$ cat src/rtl/imm_decode_pkg.sv
// Shared constants for the LEGv8 decode-stage immediate slice:
// format codes, opcode patterns and immediate field positions.
package imm_decode_pkg;

    // Format codes presented on out_fmt
    localparam logic [2:0] FMT_R  = 3'd0;
    localparam logic [2:0] FMT_I  = 3'd1;
    localparam logic [2:0] FMT_D  = 3'd2;
    localparam logic [2:0] FMT_B  = 3'd3;
    localparam logic [2:0] FMT_CB = 3'd4;
    localparam logic [2:0] FMT_IW = 3'd5;

    // B format, 6-bit opcode [31:26]
    localparam logic [5:0]  OP_B    = 6'b000101;
    localparam logic [5:0]  OP_BL   = 6'b100101;
    // CB format, 8-bit opcode [31:24]
    localparam logic [7:0]  OP_CBZ  = 8'b10110100;
    localparam logic [7:0]  OP_CBNZ = 8'b10110101;
    localparam logic [7:0]  OP_BCND = 8'b01010100;
    // IW format, 9-bit opcode [31:23]
    localparam logic [8:0]  OP_MOVZ = 9'b110100101;
    localparam logic [8:0]  OP_MOVK = 9'b111100101;
    // I format, 10-bit opcode [31:22]
    localparam logic [9:0]  OP_ADDI = 10'b1001000100;
    localparam logic [9:0]  OP_SUBI = 10'b1101000100;
    localparam logic [9:0]  OP_ANDI = 10'b1001001000;
    localparam logic [9:0]  OP_ORRI = 10'b1011001000;
    // D format, 11-bit opcode [31:21]
    localparam logic [10:0] OP_LDUR = 11'b11111000010;
    localparam logic [10:0] OP_STUR = 11'b11111000000;
    // R format, 11-bit opcode [31:21]
    localparam logic [10:0] OP_ADD  = 11'b10001011000;
    localparam logic [10:0] OP_SUB  = 11'b11001011000;
    localparam logic [10:0] OP_AND  = 11'b10001010000;
    localparam logic [10:0] OP_ORR  = 11'b10101010000;
    localparam logic [10:0] OP_LSL  = 11'b11010011011;
    localparam logic [10:0] OP_LSR  = 11'b11010011010;
    localparam logic [10:0] OP_BR   = 11'b11010110000;

    // Immediate field positions
    localparam int B_IMM_HI  = 25;
    localparam int B_IMM_LO  = 0;
    localparam int CB_IMM_HI = 23;
    localparam int CB_IMM_LO = 5;
    localparam int IW_IMM_HI = 20;
    localparam int IW_IMM_LO = 5;
    localparam int IW_HW_HI  = 22;
    localparam int IW_HW_LO  = 21;
    localparam int I_IMM_HI  = 21;
    localparam int I_IMM_LO  = 10;
    localparam int D_IMM_HI  = 20;
    localparam int D_IMM_LO  = 12;

endpackage

$ cat src/rtl/SignExtender.sv
// Replicates the top bit of an N-bit field out to the full output width.
module SignExtender #(
    parameter int NUM_IN_BITS  = 9,
    parameter int NUM_OUT_BITS = 64
) (
    input  logic [NUM_IN_BITS-1:0]  din,
    output logic [NUM_OUT_BITS-1:0] dout
);
    assign dout = {{(NUM_OUT_BITS-NUM_IN_BITS){din[NUM_IN_BITS-1]}}, din};
endmodule

$ cat src/rtl/imm_decode_field_decode.sv
// Combinational classifier: matches the opcode (shortest first) and builds
// the DATA_W immediate for the matched format.
module imm_field_decode
    import imm_decode_pkg::*;
#(
    parameter int DATA_W   = 64,
    parameter int INSTR_W  = 32,
    parameter int BR_SHIFT = 2
) (
    input  logic [INSTR_W-1:0] instr,
    output logic [2:0]         fmt,
    output logic               illegal,
    output logic [DATA_W-1:0]  imm
);
    logic [DATA_W-1:0] sext_d, sext_cb, sext_b;
    logic [DATA_W-1:0] zext_iw, zext_i;
    logic [5:0]        iw_shamt;
    logic [5:0]        op6;
    logic [7:0]        op8;
    logic [8:0]        op9;
    logic [9:0]        op10;
    logic [10:0]       op11;
    logic              unused_low_bits;

    // Rd/Rt field carries no immediate information
    assign unused_low_bits = ^instr[4:0];

    assign op6  = instr[31:26];
    assign op8  = instr[31:24];
    assign op9  = instr[31:23];
    assign op10 = instr[31:22];
    assign op11 = instr[31:21];

    SignExtender #(.NUM_IN_BITS(9),  .NUM_OUT_BITS(DATA_W)) u_sext_d (
        .din(instr[D_IMM_HI:D_IMM_LO]), .dout(sext_d));
    SignExtender #(.NUM_IN_BITS(19), .NUM_OUT_BITS(DATA_W)) u_sext_cb (
        .din(instr[CB_IMM_HI:CB_IMM_LO]), .dout(sext_cb));
    SignExtender #(.NUM_IN_BITS(26), .NUM_OUT_BITS(DATA_W)) u_sext_b (
        .din(instr[B_IMM_HI:B_IMM_LO]), .dout(sext_b));

    assign zext_iw  = DATA_W'(instr[IW_IMM_HI:IW_IMM_LO]);
    assign zext_i   = DATA_W'(instr[I_IMM_HI:I_IMM_LO]);
    // hw field selects a 16-bit lane: shift by 0/16/32/48
    assign iw_shamt = {instr[IW_HW_HI:IW_HW_LO], 4'b0000};

    // First-hit opcode match, narrowest opcode field first
    always_comb begin
        fmt     = FMT_R;
        illegal = 1'b0;
        imm     = '0;
        if (op6 == OP_B || op6 == OP_BL) begin
            fmt = FMT_B;
            imm = sext_b << BR_SHIFT;
        end else if (op8 == OP_CBZ || op8 == OP_CBNZ || op8 == OP_BCND) begin
            fmt = FMT_CB;
            imm = sext_cb << BR_SHIFT;
        end else if (op9 == OP_MOVZ || op9 == OP_MOVK) begin
            fmt = FMT_IW;
            imm = zext_iw << iw_shamt;
        end else if (op10 == OP_ADDI || op10 == OP_SUBI ||
                     op10 == OP_ANDI || op10 == OP_ORRI) begin
            fmt = FMT_I;
            imm = zext_i;
        end else if (op11 == OP_LDUR || op11 == OP_STUR) begin
            fmt = FMT_D;
            imm = sext_d;
        end else if (op11 == OP_ADD || op11 == OP_SUB || op11 == OP_AND ||
                     op11 == OP_ORR || op11 == OP_LSL || op11 == OP_LSR ||
                     op11 == OP_BR) begin
            fmt = FMT_R;
            imm = '0;
        end else begin
            illegal = 1'b1;
        end
    end
endmodule

$ cat src/rtl/imm_decode_stage.sv
// Decode-stage register slice: one-entry valid/ready pipe holding the PC,
// format and extended immediate of the captured instruction.
module imm_decode_stage
    import imm_decode_pkg::*;
#(
    parameter int DATA_W   = 64,
    parameter int INSTR_W  = 32,
    parameter int BR_SHIFT = 2
) (
    input  logic               clk,
    input  logic               reset,
    input  logic               in_valid,
    output logic               in_ready,
    input  logic [INSTR_W-1:0] in_instr,
    input  logic [DATA_W-1:0]  in_pc,
    input  logic               flush,
    output logic               out_valid,
    input  logic               out_ready,
    output logic [DATA_W-1:0]  out_pc,
    output logic [DATA_W-1:0]  out_imm,
    output logic [2:0]         out_fmt,
    output logic               out_illegal
);
    logic [2:0]        dec_fmt;
    logic              dec_illegal;
    logic [DATA_W-1:0] dec_imm;
    logic              load;

    imm_field_decode #(
        .DATA_W(DATA_W), .INSTR_W(INSTR_W), .BR_SHIFT(BR_SHIFT)
    ) u_dec (
        .instr(in_instr), .fmt(dec_fmt), .illegal(dec_illegal), .imm(dec_imm)
    );

    // No skid buffer: accept only when empty or being drained this cycle
    assign in_ready = !out_valid || out_ready;
    assign load     = in_valid && in_ready;

    // Slice register: reset > flush > load > drain; otherwise hold
    always_ff @(posedge clk) begin
        if (reset) begin
            out_valid   <= 1'b0;
            out_pc      <= '0;
            out_imm     <= '0;
            out_fmt     <= FMT_R;
            out_illegal <= 1'b0;
        end else if (flush) begin
            out_valid <= 1'b0;
        end else if (load) begin
            out_valid   <= 1'b1;
            out_pc      <= in_pc;
            out_imm     <= dec_imm;
            out_fmt     <= dec_fmt;
            out_illegal <= dec_illegal;
        end else if (out_ready) begin
            out_valid <= 1'b0;
        end
    end
endmodule

$ cat config.mk
export PLATFORM = sky130hd
export DESIGN_NAME = imm_decode_stage
export DESIGN_NICKNAME = d
export VERILOG_FILES = /design/src/rtl/imm_decode_pkg.sv /design/src/rtl/SignExtender.sv /design/src/rtl/imm_decode_field_decode.sv /design/src/rtl/imm_decode_stage.sv
export SDC_FILE = /design/constraint.sdc
export NUM_CORES = 1
export LEC_CHECK = 0
export CORE_ASPECT_RATIO = 1.2
export CORE_MARGIN = 1.5
export CORE_UTILIZATION = 40
export DETAILED_ROUTE_END_ITERATION = 6
export HOLD_SLACK_MARGIN = 0.15
export PLACE_DENSITY = 0.75
export RECOVER_POWER = 25
export SLEW_MARGIN = 20
export SYNTH_ARGS = -nofsm -noshare
export SYNTH_HDL_FRONTEND = slang
export SYNTH_SLANG_ARGS = --single-unit
$ cat constraint.sdc
create_clock -name clk -period 2.7 [get_ports clk]
set_clock_uncertainty 0.05 [all_clocks]
set_input_delay 0.27 -clock clk [delete_from_list [all_inputs] [get_ports clk]]
set_output_delay 0.27 -clock clk [all_outputs]
set_load 0.02 [all_outputs]
==> impl_metrics.py <==
metrics = {
    "global_route": {
        "grt.total_usage_pct": 25.8,
        "grt_max_degree": 127,
        "grt_pass1_vias": 5750,
        "gr-total-overflow": 0,
        "grt_first_pass_wirelength_um": 30800,
        "antenna_found_initial": 1,
    },
    "clock_tree": {
        "cts-root-buf": "clkbuf_16",
        "clk_latency_ps": 410,
        "cts_setup_buffers": 0,
        "cts_sinks": 133,
        "cts_tree": "done",
        "htree_levels": 4,
        "clkTransAtPathRegs_ps": 60,
        "clk_path_buf_depth": 2,
        "cts_made_buffers": 17,
    },
    "setup_path": {
        "critPathLaunch": "in_instr[31]",
        "critPathBufInv": 2,
        "r2r_slack_ps": 840,
        "crit_chain": "clkdlybuf4s50_1 -> or4b_1 -> a211o_1 -> buf_4 -> o211ai_4 -> a221oi_1 -> nor3_1",
        "endpoint_kind": "flop",
        "slowest_delay_ps": 600,
        "rr_endpoint": "out_imm[20]$_SDFFE_PP0P_",
        "r2r-start": "out_valid$_SDFFE_PP0P_",
        "cpMaxStageDelayCell": "or4b_1",
        "rr_worst_depth": 6,
        "critical_path.endpoint": "out_imm[20]$_SDFFE_PP0P_",
        "critPathArrivalTime_ps": 2510,
        "cp.depth": 7,
        "crit_family": "simple AND/OR/NAND/NOR gates",
        "critPathLaunchType": "input pin",
        "crit_required_ps": 2970,
        "critPathMaxFanout": 19,
        "path_class": "in -> reg",
    },
    "pwr": {
        "power.internal_mw": 3.94,
        "switching_share_pct": 26.1,
        "power_frac_seq_pct": 39.3,
        "total_power_mw": 5.33,
        "combPwrFrac_pct": 15.0,
        "clock_power_share_pct": 45.7,
        "p_sw_mw": 1.39,
        "leakagePower_nw": 3.31,
        "vdd_ir_drop_max_uv": 366,
        "power_density_nw_per_um2": 597,
    },
    "synth": {
        "ys_seq_area_share_pct": 46.3,
        "yosysWarningCount": 0,
        "ys_types": 60,
        "async_flop_share_pct": 0,
        "syn_avg_cell_area_um2": 8.28,
        "syn-num-nets": 796,
        "syn-cell-area_um2": 5750,
        "ys.flop_type": "dfxtp_1",
        "ys_ff_latch": 133,
        "synthCells": 695,
        "synth-edff-count": 0,
    },
    "drt": {
        "route.detailed.drc": 21,
        "detail-route-antenna-nets": 0,
        "vias": 6046,
        "finalWirelength_um": 19700,
        "drt-wirelength-per-cell_um": 17.9,
        "drt_iter0_markers": 622,
        "viasPerCell": 5.51,
        "dr.pass1.iters": 7,
    },
    "layout": {
        "drive_gt1_share_pct": 11.8,
        "fin_area_um2": 8940,
        "area_growth_pct": 55.4,
        "fin_nets": 1013,
        "final_util_pct": 64.2,
    },
    "place": {
        "gp_congestion": 0.883,
        "portBuffers": 234,
        "dpl_cell_area_um2": 8310,
        "dp_hpwl_um": 12900,
        "pre_cts_ws_ps": 72.6,
    },
    "timing": {
        "setup-tns-final_ps": 0,
        "fin_ws_ps": 459,
        "min_period_ps": 2240,
        "hold_viol": 0,
        "relSlewSlack_pct": 56.5,
        "final_max_slew_viol_count": 0,
        "rsz0062_at_grt": "no",
        "timing.final.crit_share_pct": 83.0,
        "max_freq_mhz": 446,
        "tightest_slew_ps": 650,
        "setup_viol": 0,
    },
    "die": {
        "ios": 235,
        "core_area_um2": 13900,
        "dieArea_um2": 15100,
        "die_x_um": 112,
        "start_util_pct": 41.3,
        "fp.dieH_um": 134,
        "std_cell_rows": 47,
    },
    "flow_run": {
        "max_cap_violations": 0,
    },
    "min_path": {
        "hold_class": "in -> reg",
    },
    "status": {
        "violations": "design-rule violations",
        "status": "finished, violations left",
    },
}
power by group through the flow:
stage / Sequential, mW / Combinational (mW) / Clock (mW)
after floorplan: 2.25 / 0.271 / 0
after global placement: 2.14 / 0.805 / 0
after detailed placement: 2.14 / 0.810 / 0
after CTS: 2.10 / 0.815 / 2.47
after global routing: 2.11 / 0.852 / 2.56
final: 2.10 / 0.799 / 2.44
cells in the final DEF, fill, tap and decap left out, types with 17 or more instances in the layout:
| master | netlist | routed |
|---|---|---|
| dfxtp_1 | 133 | 133 |
| a21oi_1 | 86 | 86 |
| buf_4 | 0 | 25 |
| dlygate4sd3_1 | 0 | 66 |
| clkbuf_16 | 0 | 17 |
| nor2_1 | 63 | 63 |
| clkdlybuf4s50_1 | 0 | 168 |
| nand2_1 | 178 | 177 |
| a211oi_2 | 32 | 32 |
timing repair:
item	4_1_cts	5_1_grt
gates resized for setup	0	0
endpoints found under the hold margin	2	0
hold buffers	1	0
logic make-up (layout without fill, tap and decap cells):
logic type	Yosys count	after routing	synth area share, %
AO/OA/AOI/OAI	188	188	25.0
buffers and inverters	70	300	5.26
flip-flops	133	133	46.3
other	0	1	0
AND/OR/NAND/NOR	304	304	23.4
cell type report:
class,count,area (um2)
clock buffers,19,453
inverters,3,11.3
repair buffers,265,2630
multi-input cells,492,2790
diodes,1,2.50
flip-flops and latches,133,2660
fillers,1211,4990
clock inverters,13,171
well taps,171,214
cell usage after synthesis, types with 2 or more instances:
cell      count  area, um2
nor2_1       63        236
a211o_1       2       17.5
o221ai_1      3       26.3
a22oi_1       2       15.0
nand2_1     178        668
inv_1         3       11.3
clkbuf_1     54        203
a211oi_2     32        400
o32ai_1       9       78.8
or3_1         2       12.5
o21ai_0      10       50.1
nand3b_1      2       15.0
a222oi_1      4       40.0
a221o_1       4       40.0
nor3_1       12       60.1
nand3_1       4       20.0
a21oi_1      86        430
buf_6         4       45.0
a211oi_1      9       67.6
a311o_1       2       20.0
a221oi_1      9       78.8
buf_2         7       35.0
or3b_2        2       17.5
nor2b_1       3       18.8
a21o_1        2       15.0
nand2b_1      4       25.0
dfxtp_1     133       2660
and3_1       12       75.1
a32o_1        3       30.0
and2_1        2       12.5
nor4_2        2       25.0
nand4b_1      3       26.3
layer usage:
| layer | up-vias | wire length [um] | global-route usage (%) |
|---|---|---|---|
| li1 | 2866 | - | - |
| met1 | 2828 | 7630 | 30.9 |
| met2 | 293 | 9560 | 43.1 |
| met3 | 59 | 1850 | 7.32 |
| met4 | 0 | 613 | 11.5 |
| met5 | - | 0 | 0 |
registers in the layout (all words and copies together), names as in the netlist:
register	cells
out_fmt	3
out_valid	1
out_pc	64
out_illegal	1
out_imm	64
per-stage QoR:
step	hold WS, ps	cells
finish	351	1097
global route	354	1097
detailed placement	396	1063
global placement	387	1063
CTS	338	1096
floorplan	356	695
worst min-delay path, stage by stage:
cell	delay (ps)
clkdlybuf4s50_1	390
nand2_1	50
a21oi_1	50
how the worst min path moves through the flow:
stage	from	end	cells after the start
6_report	in_pc[0]	out_pc[0]$_SDFFE_PP0P_	3
5_1_grt	in_pc[5]	out_pc[5]$_SDFFE_PP0P_	3
4_1_cts	in_pc[0]	out_pc[0]$_SDFFE_PP0P_	3
3_5_place_dp	out_pc[49]$_SDFFE_PP0P_	out_pc[49]$_SDFFE_PP0P_	2
3_3_place_gp	out_illegal$_SDFFE_PP0P_	out_illegal$_SDFFE_PP0P_	2
2_1_floorplan	in_pc[0]	out_pc[0]$_SDFFE_PP0P_	2
No activity file was read; power rests on OpenSTA's default activity.
